$ cat src/rtl/c3lib_buf_seg_seq.sv
// c3lib_buf_seg_seq: thermometer-coded buffer segment enable sequencer.
// Ramps NUM_SEG segments on/off one at a time, spaced step_dly+1 cycles apart.
// Optional: define C3LIB_BUF_SEG_SEQ_BYPASS_EN to add seq_bypass, which jumps
// straight to all-on / all-off without ramping.
module c3lib_buf_seg_seq #(
    parameter int NUM_SEG = 4,
    parameter int DLY_W   = 4
) (
    input  logic               clk,
    input  logic               rst,
    input  logic               en_req,
    input  logic [DLY_W-1:0]   step_dly,
`ifdef C3LIB_BUF_SEG_SEQ_BYPASS_EN
    input  logic               seq_bypass,
`endif
    output logic [NUM_SEG-1:0] seg_en,
    output logic               seq_busy,
    output logic               seq_on,
    output logic               seq_off
);
    localparam int LW = $clog2(NUM_SEG + 1);
    localparam logic [LW-1:0] FULL = LW'(NUM_SEG);
    localparam logic [1:0] IDLE = 2'd0;
    localparam logic [1:0] UP   = 2'd1;
    localparam logic [1:0] ON   = 2'd2;
    localparam logic [1:0] DN   = 2'd3;

    logic [1:0]         state_q, state_d;
    logic [LW-1:0]      lvl_q, lvl_d, lvl_n;
    logic [DLY_W-1:0]   cnt_q, cnt_d, dly_q, dly;
    logic [NUM_SEG-1:0] seg_d;
    logic               settled, moving, reverse, step;

    // Next-state: a settled state (IDLE/ON) starts ramping on the very edge that
    // samples the opposite request, using the live step_dly; a mid-ramp reversal
    // only restarts the step counter so the first opposite step is a full period.
    always_comb begin
        settled = (state_q == IDLE) || (state_q == ON);
        dly     = settled ? step_dly : dly_q;
        moving  = en_req ? (state_q == IDLE || state_q == UP) : (state_q == ON || state_q == DN);
        reverse = en_req ? (state_q == DN) : (state_q == UP);
        step    = moving && (cnt_q == dly);
        lvl_n   = en_req ? lvl_q + LW'(1) : lvl_q - LW'(1);
        state_d = state_q;
        lvl_d   = lvl_q;
        cnt_d   = cnt_q;
        if (reverse) begin
            state_d = en_req ? UP : DN;
            cnt_d   = '0;
        end else if (step) begin
            lvl_d   = lvl_n;
            cnt_d   = '0;
            state_d = en_req ? ((lvl_n == FULL) ? ON : UP) : ((lvl_n == '0) ? IDLE : DN);
        end else if (moving) begin
            cnt_d   = cnt_q + DLY_W'(1);
            state_d = en_req ? UP : DN;
        end
`ifdef C3LIB_BUF_SEG_SEQ_BYPASS_EN
        if (seq_bypass) begin
            lvl_d   = en_req ? FULL : '0;
            cnt_d   = '0;
            state_d = en_req ? ON : IDLE;
        end
`endif
        for (int i = 0; i < NUM_SEG; i++) seg_d[i] = int'(lvl_d) > i;
    end

    // State, counters and outputs; outputs are registered from the next-state so
    // they line up with lvl without extra latency. Delay is frozen while ramping.
    always_ff @(posedge clk) begin
        if (rst) begin
            state_q  <= IDLE;
            lvl_q    <= '0;
            cnt_q    <= '0;
            dly_q    <= step_dly;
            seg_en   <= '0;
            seq_busy <= 1'b0;
            seq_on   <= 1'b0;
            seq_off  <= 1'b1;
        end else begin
            state_q  <= state_d;
            lvl_q    <= lvl_d;
            cnt_q    <= cnt_d;
            dly_q    <= settled ? step_dly : dly_q;
            seg_en   <= seg_d;
            seq_busy <= (state_d == UP) || (state_d == DN);
            seq_on   <= lvl_d == FULL;
            seq_off  <= lvl_d == '0;
        end
    end
endmodule

$ cat config.mk
export PLATFORM = sky130hd
export DESIGN_NAME = c3lib_buf_seg_seq
export DESIGN_NICKNAME = d
export VERILOG_FILES = /design/src/rtl/c3lib_buf_seg_seq.sv
export SDC_FILE = /design/constraint.sdc
export NUM_CORES = 1
export LEC_CHECK = 0
export CELL_PAD_IN_SITES_DETAIL_PLACEMENT = 1
export CELL_PAD_IN_SITES_GLOBAL_PLACEMENT = 1
export CORE_MARGIN = 1
export CORE_UTILIZATION = 35
export CTS_BUF_LIST = sky130_fd_sc_hd__clkbuf_8 sky130_fd_sc_hd__clkbuf_16
export DETAILED_ROUTE_END_ITERATION = 8
export GPL_ROUTABILITY_DRIVEN = 0
export PLACE_DENSITY = 0.72
export SLEW_MARGIN = 20
export SYNTH_ARGS = -nofsm -noshare
export SYNTH_HDL_FRONTEND = slang
export SYNTH_SLANG_ARGS = --single-unit
$ cat constraint.sdc
create_clock -name clk -period 1.95 [get_ports clk]
set_clock_uncertainty 0.05 [all_clocks]
set_input_delay 0.39 -clock clk [delete_from_list [all_inputs] [get_ports clk]]
set_output_delay 0.39 -clock clk [all_outputs]
set_load 0.02 [all_outputs]
## Word-level counts from Yosys, hierarchy flattened

Index checks and enable logic that the tools add are counted.

| storage, ports and cells | value |
|---|---|
| output and inout port bits | 7 |
| register bits after elaboration | 20 |
| logic and storage cells | 46 |
| input bits | 7 |

| cells by class | value |
|---|---|
| magnitude comparators | 4 |
| add/sub/neg operators | 3 |
| reduce and logical (&&, ||, !) cells | 9 |
| equality and inequality tests | 8 |
| mux-type cells | 14 |

Operator list:

| cell | number |
|---|---|
| $mux 2 | 7 |
| $mux 3 | 3 |
| $mux 4 | 2 |
| $eq 2x2->1 const B | 3 |
| $eq 3x3->1 const B | 2 |
| $gt 3x1->1 const B | 2 |
| $gt 3x2->1 const B | 2 |
| $logic_not 3->1 | 2 |
| $add 4x1->4 const B | 1 |
| $eq 2x1->1 const B | 2 |
| $eq 4x4->1 | 1 |
| $logic_or 1x1->1 | 4 |
| $add 3x1->3 const B | 1 |
| $reduce_or 3->1 | 1 |
| $sub 3x1->3 const B | 1 |
| $logic_not 2->1 | 1 |
| $mux 1 | 2 |
| $logic_and 1x1->1 | 1 |

## Longest topological paths before layout

Gate-level depths: netlist of the first run.

| depth | value |
|---|---|
| depth after elaboration | 9 |
| depth in mapped cells | 7 |
| mapped depth without buffers | 6 |

## Worst setup path before layout of the first run

OpenSTA, ideal clock, no wires.

| path | value |
|---|---|
| path kind | register to register |
| start | register seq_busy (netlist name) |
| end | register seg_en[1] |
| arrival | 1.924 ns |
| library setup time | 0.135 ns |
| path buffers | 1 |
| clock period less this slack | 2.108 ns |
| cell stages (with the launch flop) | 8 |
| slack | -0.158 ns |
| data required time | 1.765 ns |
| cells stage by stage | dfxtp_1 > buf_6 > mux2i_1 > xnor2_1 > nor4_4 > nand2_1 > xor2_1 > a21oi_1 |

RTL lines:

| what | line | text |
|---|---|---|
| end signal, assigned | 85 | `seg_en <= seg_d;` |
| end, declared | 16 | `output logic [NUM_SEG-1:0] seg_en,` |

==> results of run 1 <==
## path summary, 6_finish.rpt
check | slack, ps | startpoint | to
max | 40 | seq_busy | seg_en[1]
max reg2reg | 40 | seq_busy | seg_en[1]
min | 420 | step_dly[0] | dly_q[0]
min reg2reg | 440 | dly_q[2] | dly_q[2]
## per-layer routing
layer / GRT usage [%] / wire [um] / vias to the layer above / share of wire, %
met5: 0 / 0 / - / 0
met4: 5.26 / 24 / 0 / 1.1
met3: 4.02 / 68 / 2 / 3.0
met2: 29.6 / 1240 / 10 / 55
met1: 19.0 / 931 / 371 / 41
li1: - / - / 380 / -
## flip-flops by register name (all words and copies together), names as in the netlist, named ones only
name,cells
cnt_q,4
dly_q,4
lvl_q,3
seg_en,4
seq_busy,1
seq_off,1
seq_on,1
## area by class of cell
type	instances	share of cell area (%)
Multi-Input combinational cell	66	45.1
Timing Repair Buffer	28	18.1
Inverter	6	1.69
Clock buffer	3	3.10
Tap cell	30	2.82
Sequential cell	19	28.9
Clock inverter	1	0.282
## per-stage QoR
stage | instances | util (%) | worst slack (ps) | total power, mW
3_3_place_gp | 147 | 47.7 | -397 | 0.612
6_report | 153 | 53.7 | 40.4 | 0.917
3_5_place_dp | 147 | 47.7 | -438 | 0.620
4_1_cts | 152 | 50.9 | 33.8 | 0.898
5_1_grt | 153 | 53.7 | -97.0 | 0.957
2_1_floorplan | 94 | - | -9.56 | 0.544
## power by group through the flow
stage / Combinational, mW / Sequential, mW / Clock (mW)
global route: 0.230 / 0.439 / 0.287
finish: 0.212 / 0.436 / 0.268
detailed placement: 0.182 / 0.438 / 0
CTS: 0.188 / 0.430 / 0.280
global placement: 0.176 / 0.436 / 0
floorplan: 0.105 / 0.440 / 0
## repair_timing
action,4_1_cts,5_1_grt
buffers inserted,1,1
resized for setup,9,10
setup endpoints to repair,12,11
cloned,0,0
pin swaps,6,8
hold endpoints to repair,0,0
## placed cells by master (no fill, tap or decap), drive strengths merged
cell            n
dlygate4sd2     3
fa              1
o32a            1
mux2i           5
a211oi          2
a21o            1
nand3           2
a31oi           4
a21oi           6
dlymetal6s2s    1
dfxtp          19
nand3b          4
clkdlybuf4s50   9
inv             7
nand2           5
nor4            1
clkbuf          3
or2b            1
xor2            1
and3            1
or2             1
nor3b           1
ha              3
mux2            5
buf            15
and2            1
o31ai           1
and2b           2
nor2            9
nor3            1
nand4           1
xnor2           6
## logic make-up (layout without fill, tap and decap cells)
| group | count (synthesis) | in the layout | synth area share [%] |
|---|---|---|---|
| simple gates | 30 | 30 | 19.6 |
| flops | 19 | 19 | 41.1 |
| fa+ha+maj | 4 | 4 | 6.23 |
| buf+inv | 9 | 38 | 4.47 |
| mux | 10 | 10 | 11.5 |
| xor+xnor | 7 | 7 | 6.63 |
| compound gates | 15 | 15 | 10.4 |
==> impl_metrics.env, run 1 <==
export IMPL_status="finished clean"
export IMPL_fillers=286
export IMPL_hold_violations=0
export IMPL_setup_violations=0
export IMPL_power_density_mw_per_mm2=689
export IMPL_cp_end_kind="flop"
export IMPL_hold_depth=2
export IMPL_numCtsBuffers=3
export IMPL_final_layout_size_suffix_gt1_share_pct=33.3
export IMPL_io_buffers=13
export IMPL_drc=0
export IMPL_ys_top_cells_by_area="dfxtp_1, mux2_2, xnor2_1"
export IMPL_hold_buffers=0
export IMPL_tritoncts="built"
export IMPL_clkPwrFrac_pct=29.3
export IMPL_maxSlewHeadroom_pct=80.9
export IMPL_intPower_mw=0.666
export IMPL_cts_buffer_depth=2
export IMPL_grt_usage_pct=16.6
export IMPL_crit_family="flip-flops"
export IMPL_combPwrFrac_pct=23.1
export IMPL_seq_area_um2=384
export IMPL_grt_setup_unrepaired="true"
export IMPL_critPathKind="reg2reg"
export IMPL_cp_slowest_cell="dfxtp_4"
export IMPL_grt_pass1_vias=767
export IMPL_routed_wl_um=2260
export IMPL_maxCapViolations=0
export IMPL_timing_hold_ws_ps=419
export IMPL_yosys_top_cells_count="dfxtp_1, nor2_1, a21oi_1, inv_1, xnor2_1"
export IMPL_drt_initial_drc_count=5
export IMPL_globalRouteOverflowTotal=0
export IMPL_grt_start_max_net_pins=16
export IMPL_syn_inst=94
export IMPL_synth_top_area_share_pct=41.1
export IMPL_fmax_mhz=524
export IMPL_clk_latency_ps=260
export IMPL_ir_drop_v=0.000532
export IMPL_syn_nets=105
export IMPL_dr_pass1_iters=4
export IMPL_design_die_area_mm2=0.00285
export IMPL_startpoint_type="flop"
export IMPL_syn_avg_cell_area_um2=9.84
export IMPL_fin_nets=135
export IMPL_fin_setup_tns_ps=0
export IMPL_crit_buf_inv=2
export IMPL_dpl_hpwl_um=1580
export IMPL_arrival_ps=2000
export IMPL_synth_edf_count=0
export IMPL_path_clk_slew_ps=70
export IMPL_yosysTopAreaCell="dfxtp_1"
export IMPL_num_io_pins=14
export IMPL_wl_per_cell_um=14.8
export IMPL_tightest_slew_ps=286
export IMPL_worstPathMaxFanout=5
export IMPL_synth_seq_area_share_pct=41.1
export IMPL_p_sw_mw=0.251
export IMPL_cts_root_buf="clkbuf_8"
export IMPL_synth_main_ff_cell="dfxtp_1"
export IMPL_sequentialPowerShare_pct=47.6
export IMPL_min_period_ps=1910
export IMPL_dieWidth_um=53.4
export IMPL_path_depth=8
export IMPL_p_sw_share_pct=27.4
export IMPL_multi_input_area_um2=601
export IMPL_via_per_inst=4.99
export IMPL_p_leak_nw=0.539
export IMPL_diodes=0
export IMPL_hp_class="in2reg"
export IMPL_ant_nets=0
export IMPL_start_util_pct=37.3
export IMPL_final_area_mm2=0.00133
export IMPL_ys_types=30
export IMPL_yosysMostFrequentCell="dfxtp_1"
export IMPL_htree_levels=1
export IMPL_slowest_delay_ps=430
export IMPL_core_area_mm2=0.00248
export IMPL_final_max_slew_viol_count=0
export IMPL_crit_path_cell_trace="mux2i_4 > xnor2_2 > nor4_4 > buf_4 > buf_4 > a21oi_1 > a21oi_2 > a21oi_1"
export IMPL_fin_crit_sh_pct=97.9
export IMPL_reg2reg_depth=8
export IMPL_synthArstFlopShare_pct=0
export IMPL_row_count=18
export IMPL_yosysWarningCount=0
export IMPL_clock_sinks=19
export IMPL_cp_required_ps=2040
export IMPL_synth_area_um2=925
export IMPL_ys_ff_latch=19
export IMPL_die_h_um=53.4
export IMPL_num_vias=763
export IMPL_antenna_found_initial=0
export IMPL_place_area_mm2=0.00118
export IMPL_area_growth_pct=44.0
export IMPL_grt_pass1_wl_um=3350
Note: power is estimated with default switching activity, not from simulation.
==> run 2: changes to the inputs <==
--- a/config.mk
+++ b/config.mk
@@ -5,7 +5,7 @@
 export SDC_FILE = /design/constraint.sdc
 export NUM_CORES = 1
 export LEC_CHECK = 0
-export CELL_PAD_IN_SITES_DETAIL_PLACEMENT = 1
+export CELL_PAD_IN_SITES_DETAIL_PLACEMENT = 0
 export CELL_PAD_IN_SITES_GLOBAL_PLACEMENT = 1
 export CORE_MARGIN = 1
 export CORE_UTILIZATION = 35
==> impl_metrics.env, run 2 (synthesis results as in run 1) <==
export IMPL_dieWidth_um=53.4
export IMPL_p_leak_nw=0.503
export IMPL_placedCellCount=147
export IMPL_grt_pass1_vias=674
export IMPL_core_area_mm2=0.00248
export IMPL_arrival_ps=2000
export IMPL_design_die_area_mm2=0.00285
export IMPL_maxCapViolations=0
export IMPL_crit_path_cell_trace="mux2i_2 > xnor2_1 > nor4_4 > buf_4 > nand4_1 > o31ai_2 > buf_4 > nor3b_2"
export IMPL_seq_area_um2=384
export IMPL_drt_initial_drc_count=7
export IMPL_start_util_pct=37.3
export IMPL_cts_root_buf="clkbuf_8"
export IMPL_final_max_slew_viol_count=0
export IMPL_clk_latency_ps=250
export IMPL_hp_class="in2reg"
export IMPL_maxSlewHeadroom_pct=79.7
export IMPL_fin_cells=152
export IMPL_wl_per_cell_um=11.4
export IMPL_worstPathMaxFanout=5
export IMPL_grt_setup_unrepaired="true"
export IMPL_timing_hold_ws_ps=358
export IMPL_power_density_mw_per_mm2=687
export IMPL_grt_usage_pct=13.9
export IMPL_min_period_ps=1870
export IMPL_rrSetupSlack_ps=80
export IMPL_cp_required_ps=2080
export IMPL_multi_input_area_um2=553
export IMPL_num_io_pins=14
export IMPL_row_count=18
export IMPL_status="finished clean"
export IMPL_htree_levels=1
export IMPL_drc=0
export IMPL_fin_crit_sh_pct=95.9
export IMPL_dr_pass1_iters=4
export IMPL_cp_end_kind="flop"
export IMPL_cts_buffer_depth=2
export IMPL_fin_nets=134
export IMPL_grt_pass1_wl_um=2820
export IMPL_dpl_hpwl_um=1330
export IMPL_path_clk_slew_ps=70
export IMPL_globalRouteOverflowTotal=0
export IMPL_layout_common_cells="dfxtp_1, buf_4, clkdlybuf4s50_1"
export IMPL_routed_wl_um=1740
export IMPL_diodes=0
export IMPL_critPathKind="reg2reg"
export IMPL_grt_start_max_net_pins=16
export IMPL_ir_drop_v=0.000521
export IMPL_die_h_um=53.4
export IMPL_fmax_mhz=535
export IMPL_top_regs="cnt_q x4, dly_q x4, seg_en x4"
export IMPL_antenna_found_initial=0
export IMPL_ant_nets=0
export IMPL_crit_path_frequent_cell="buf_4"
export IMPL_num_vias=727
export IMPL_fillers=248
export IMPL_startpoint_type="flop"
export IMPL_setup_violations=0
export IMPL_cp_slowest_cell="dfxtp_4"
export IMPL_slowest_delay_ps=390
export IMPL_area_growth_pct=38.2
export IMPL_hold_violations=0
export IMPL_final_layout_size_suffix_gt1_share_pct=32.0
export IMPL_tritoncts="built"
export IMPL_tightest_slew_ps=302
export IMPL_clock_sinks=19
export IMPL_final_common_cell="dfxtp_1"
export IMPL_io_buffers=13
export IMPL_hold_buffers=0
export IMPL_via_per_inst=4.78
export IMPL_setup_ws_ps=80.5
export IMPL_dp_slack_ps=-407
export IMPL_numCtsBuffers=3
[run 2: changes by cell type in the layout (fill, tap and decap cells not counted)]
cell | before | now
mux2i_4 | 3 | 0
xnor2_2 | 3 | 0
nand2_2 | 0 | 1
inv_1 | 7 | 6
a211oi_1 | 2 | 1
xnor2_1 | 3 | 6
mux2i_1 | 2 | 3
buf_4 | 15 | 14
o31ai_1 | 1 | 0
mux2i_2 | 0 | 2
nand2_4 | 1 | 0
o31ai_2 | 0 | 1
a211oi_2 | 0 | 1
clkinv_2 | 0 | 1
[run 2: final cells by class]
| class | instances | share of cell area (%) |
|---|---|---|
| multi-input cells | 66 | 43.3 |
| well taps | 30 | 2.94 |
| clock buffers | 3 | 3.23 |
| flip-flops and latches | 19 | 30.1 |
| repair buffers | 27 | 18.3 |
| clock inverters | 1 | 0.392 |
| inverters | 6 | 1.76 |
[run 2: worst paths after layout]
| kind | end | startpoint | cells after the start |
|---|---|---|---|
| setup / recovery | seq_on | seq_busy | 8 |
| hold / removal | dly_q[0] | step_dly[0] | 2 |
| setup reg to reg | seq_on | seq_busy | 8 |
| hold reg to reg | dly_q[0] | dly_q[0] | 1 |
[run 2: critical path, delay by kind of cell (launching register included)]
family                    cells  cell delay (ps)
and+or+nand+nor               3              580
DFF                           1              390
buffers and inverters         2              330
muxes                         1              220
xor gates and xnor gates      1              130
AOI/OAI and AO/OA             1              100
[run 2: what timing repair did]
item                       CTS  global route
gates resized for setup      6             7
setup buffers                1             0
pin swaps                    5             5
setup endpoints to repair   12             9
[run 2: metal layers]
metal	wire length (um)	vias up	global-route usage (%)
li1	-	376	-
met1	803	341	15.7
met2	871	8	24.2
met3	49	2	4.89
met4	10	0	3.95
met5	0	-	0
[run 2: where the power goes]
| group | total, mW | internal, mW | switching [mW] |
|---|---|---|---|
| Clock | 0.265 | 0.142 | 0.124 |
| Sequential | 0.428 | 0.410 | 0.0182 |
| Combinational | 0.184 | 0.0994 | 0.0850 |
| Total | 0.878 | 0.651 | 0.227 |
[run 2: through the flow]
stage	area (um2)	TNS (ps)	util, %	total power [mW]
6_report	1280	0	51.6	0.878
2_1_floorplan	936	-21.8	-	0.544
5_1_grt	1280	-58.5	51.6	0.924
3_5_place_dp	1180	-4870	47.7	0.614
4_1_cts	1250	0	50.5	0.886
3_3_place_gp	1180	-4720	47.7	0.612
==> run 3: changes to the inputs <==
--- a/config.mk
+++ b/config.mk
@@ -7,7 +7,7 @@
 export LEC_CHECK = 0
 export CELL_PAD_IN_SITES_DETAIL_PLACEMENT = 0
 export CELL_PAD_IN_SITES_GLOBAL_PLACEMENT = 1
-export CORE_MARGIN = 1
+export CORE_MARGIN = 8
 export CORE_UTILIZATION = 35
 export CTS_BUF_LIST = sky130_fd_sc_hd__clkbuf_8 sky130_fd_sc_hd__clkbuf_16
 export DETAILED_ROUTE_END_ITERATION = 8
==> impl_metrics.env, run 3 (synthesis results as in run 1) <==
export IMPL_dr_pass1_iters=4
export IMPL_grt_pass1_wl_um=3050
export IMPL_hold_buffers=0
export IMPL_fmax_mhz=520
export IMPL_routed_wl_um=1950
export IMPL_maxCapViolations=0
export IMPL_fin_nets=137
export IMPL_io_buffers=13
export IMPL_layout_common_cells="dfxtp_1, buf_4, clkdlybuf4s50_1"
export IMPL_cts_root_buf="clkbuf_8"
export IMPL_final_common_cell="dfxtp_1"
export IMPL_row_count=18
export IMPL_clk_latency_ps=260
export IMPL_worstPathMaxFanout=5
export IMPL_clock_sinks=19
export IMPL_tritoncts="built"
export IMPL_drt_initial_drc_count=17
export IMPL_power_density_mw_per_mm2=668
export IMPL_top_regs="cnt_q x4, dly_q x4, seg_en x4"
export IMPL_num_vias=759
export IMPL_die_h_um=67.4
export IMPL_grt_usage_pct=8.91
export IMPL_status="finished clean"
export IMPL_drc=0
export IMPL_start_util_pct=37.0
export IMPL_diodes=0
export IMPL_post_route_util_pct=54.7
export IMPL_path_clk_slew_ps=70
export IMPL_dpl_hpwl_um=1410
export IMPL_cp_end_kind="flop"
export IMPL_hold_violations=0
export IMPL_area_growth_pct=47.8
export IMPL_critPathKind="reg2reg"
export IMPL_ir_drop_v=0.000563
export IMPL_via_per_inst=4.90
export IMPL_arrival_ps=2010
export IMPL_placedCellCount=148
export IMPL_min_period_ps=1920
export IMPL_final_layout_size_suffix_gt1_share_pct=38.4
export IMPL_numCtsBuffers=3
export IMPL_fillers=236
export IMPL_setup_violations=0
export IMPL_fin_crit_sh_pct=98.7
export IMPL_final_area_mm2=0.00137
export IMPL_tightest_slew_ps=315
export IMPL_grt_start_max_net_pins=16
export IMPL_fin_cells=155
export IMPL_core_area_mm2=0.00250
export IMPL_maxSlewHeadroom_pct=78.9
export IMPL_grt_setup_unrepaired="true"
export IMPL_startpoint_type="flop"
export IMPL_ant_nets=0
export IMPL_design_die_area_mm2=0.00454
export IMPL_hp_class="in2reg"
export IMPL_cts_buffer_depth=2
export IMPL_p_leak_nw=0.559
export IMPL_htree_levels=1
export IMPL_place_area_mm2=0.00119
export IMPL_grt_pass1_vias=712
export IMPL_dieWidth_um=67.4
export IMPL_wl_per_cell_um=12.6
export IMPL_dp_slack_ps=-395
export IMPL_final_max_slew_viol_count=0
export IMPL_num_io_pins=14
export IMPL_globalRouteOverflowTotal=0
export IMPL_cp_required_ps=2040
export IMPL_antenna_found_initial=0
export IMPL_timing_hold_ws_ps=380
export IMPL_setup_ws_ps=25.5
-- run 3: cell count changes in the layout (fill, tap and decap cells not counted), sizes merged --
cell	before	now
buf	14	17
clkinv	1	0
inv	6	7
dlymetal6s2s	1	2
dlygate4sd2	3	2
-- run 3: routing by layer --
| metal | part of all wire (%) | track usage, % | vias up |
|---|---|---|---|
| met5 | 0 | 0 | - |
| met3 | 7.8 | 5.63 | 4 |
| met2 | 51 | 14.5 | 11 |
| li1 | - | - | 384 |
| met1 | 40 | 9.03 | 360 |
| met4 | 1.2 | 3.66 | 0 |
-- run 3: final timing paths --
check,slack [ps],start,cells after the start,to
worst max-delay path,30,seq_busy,9,seg_en[2]
worst min-delay path,380,step_dly[2],2,dly_q[2]
worst max register to register,30,seq_busy,9,seg_en[2]
worst min register to register,470,dly_q[1],1,dly_q[1]
-- run 3: cell type report --
type / instances / area, um2 / share of cell area, %
Clock buffer: 3 / 41.3 / 3.02
Clock inverter: 1 / 3.75 / 0.275
Inverter: 6 / 22.5 / 1.65
Multi-Input combinational cell: 66 / 613 / 44.9
Sequential cell: 19 / 384 / 28.1
Tap cell: 30 / 37.5 / 2.75
Timing Repair Buffer: 30 / 264 / 19.3
-- run 3: what timing repair did --
action	4_1_cts	5_1_grt
gates resized for setup	5	19
endpoints found under the setup margin	10	13
setup buffers	1	2
pin swaps	4	10
hold endpoints to repair	0	0
-- run 3: critical path, stage by stage, from the launching register on --
cell and delay [ps]:
dfxtp_4 420, buf_4 130, mux2i_2 260, xnor2_2 110, nor4_4 200, buf_4 200, buf_6 100, a211oi_2 50
a31oi_1 210, a21oi_2 80
-- run 3: stage by stage --
step / setup TNS (ps) / power (mW)
after detailed placement: -4650 / 0.617
after floorplan: -21.8 / 0.544
after CTS: 0 / 0.891
after global placement: -4330 / 0.614
final: 0 / 0.913
after global routing: -459 / 0.962
-- run 3: where the power goes --
group / switching, mW / internal (mW) / total, mW / leakage (nW)
registers: 0.0224 / 0.410 / 0.433 / 0.156
clock network: 0.127 / 0.140 / 0.267 / 0.0269
logic: 0.0955 / 0.118 / 0.213 / 0.376
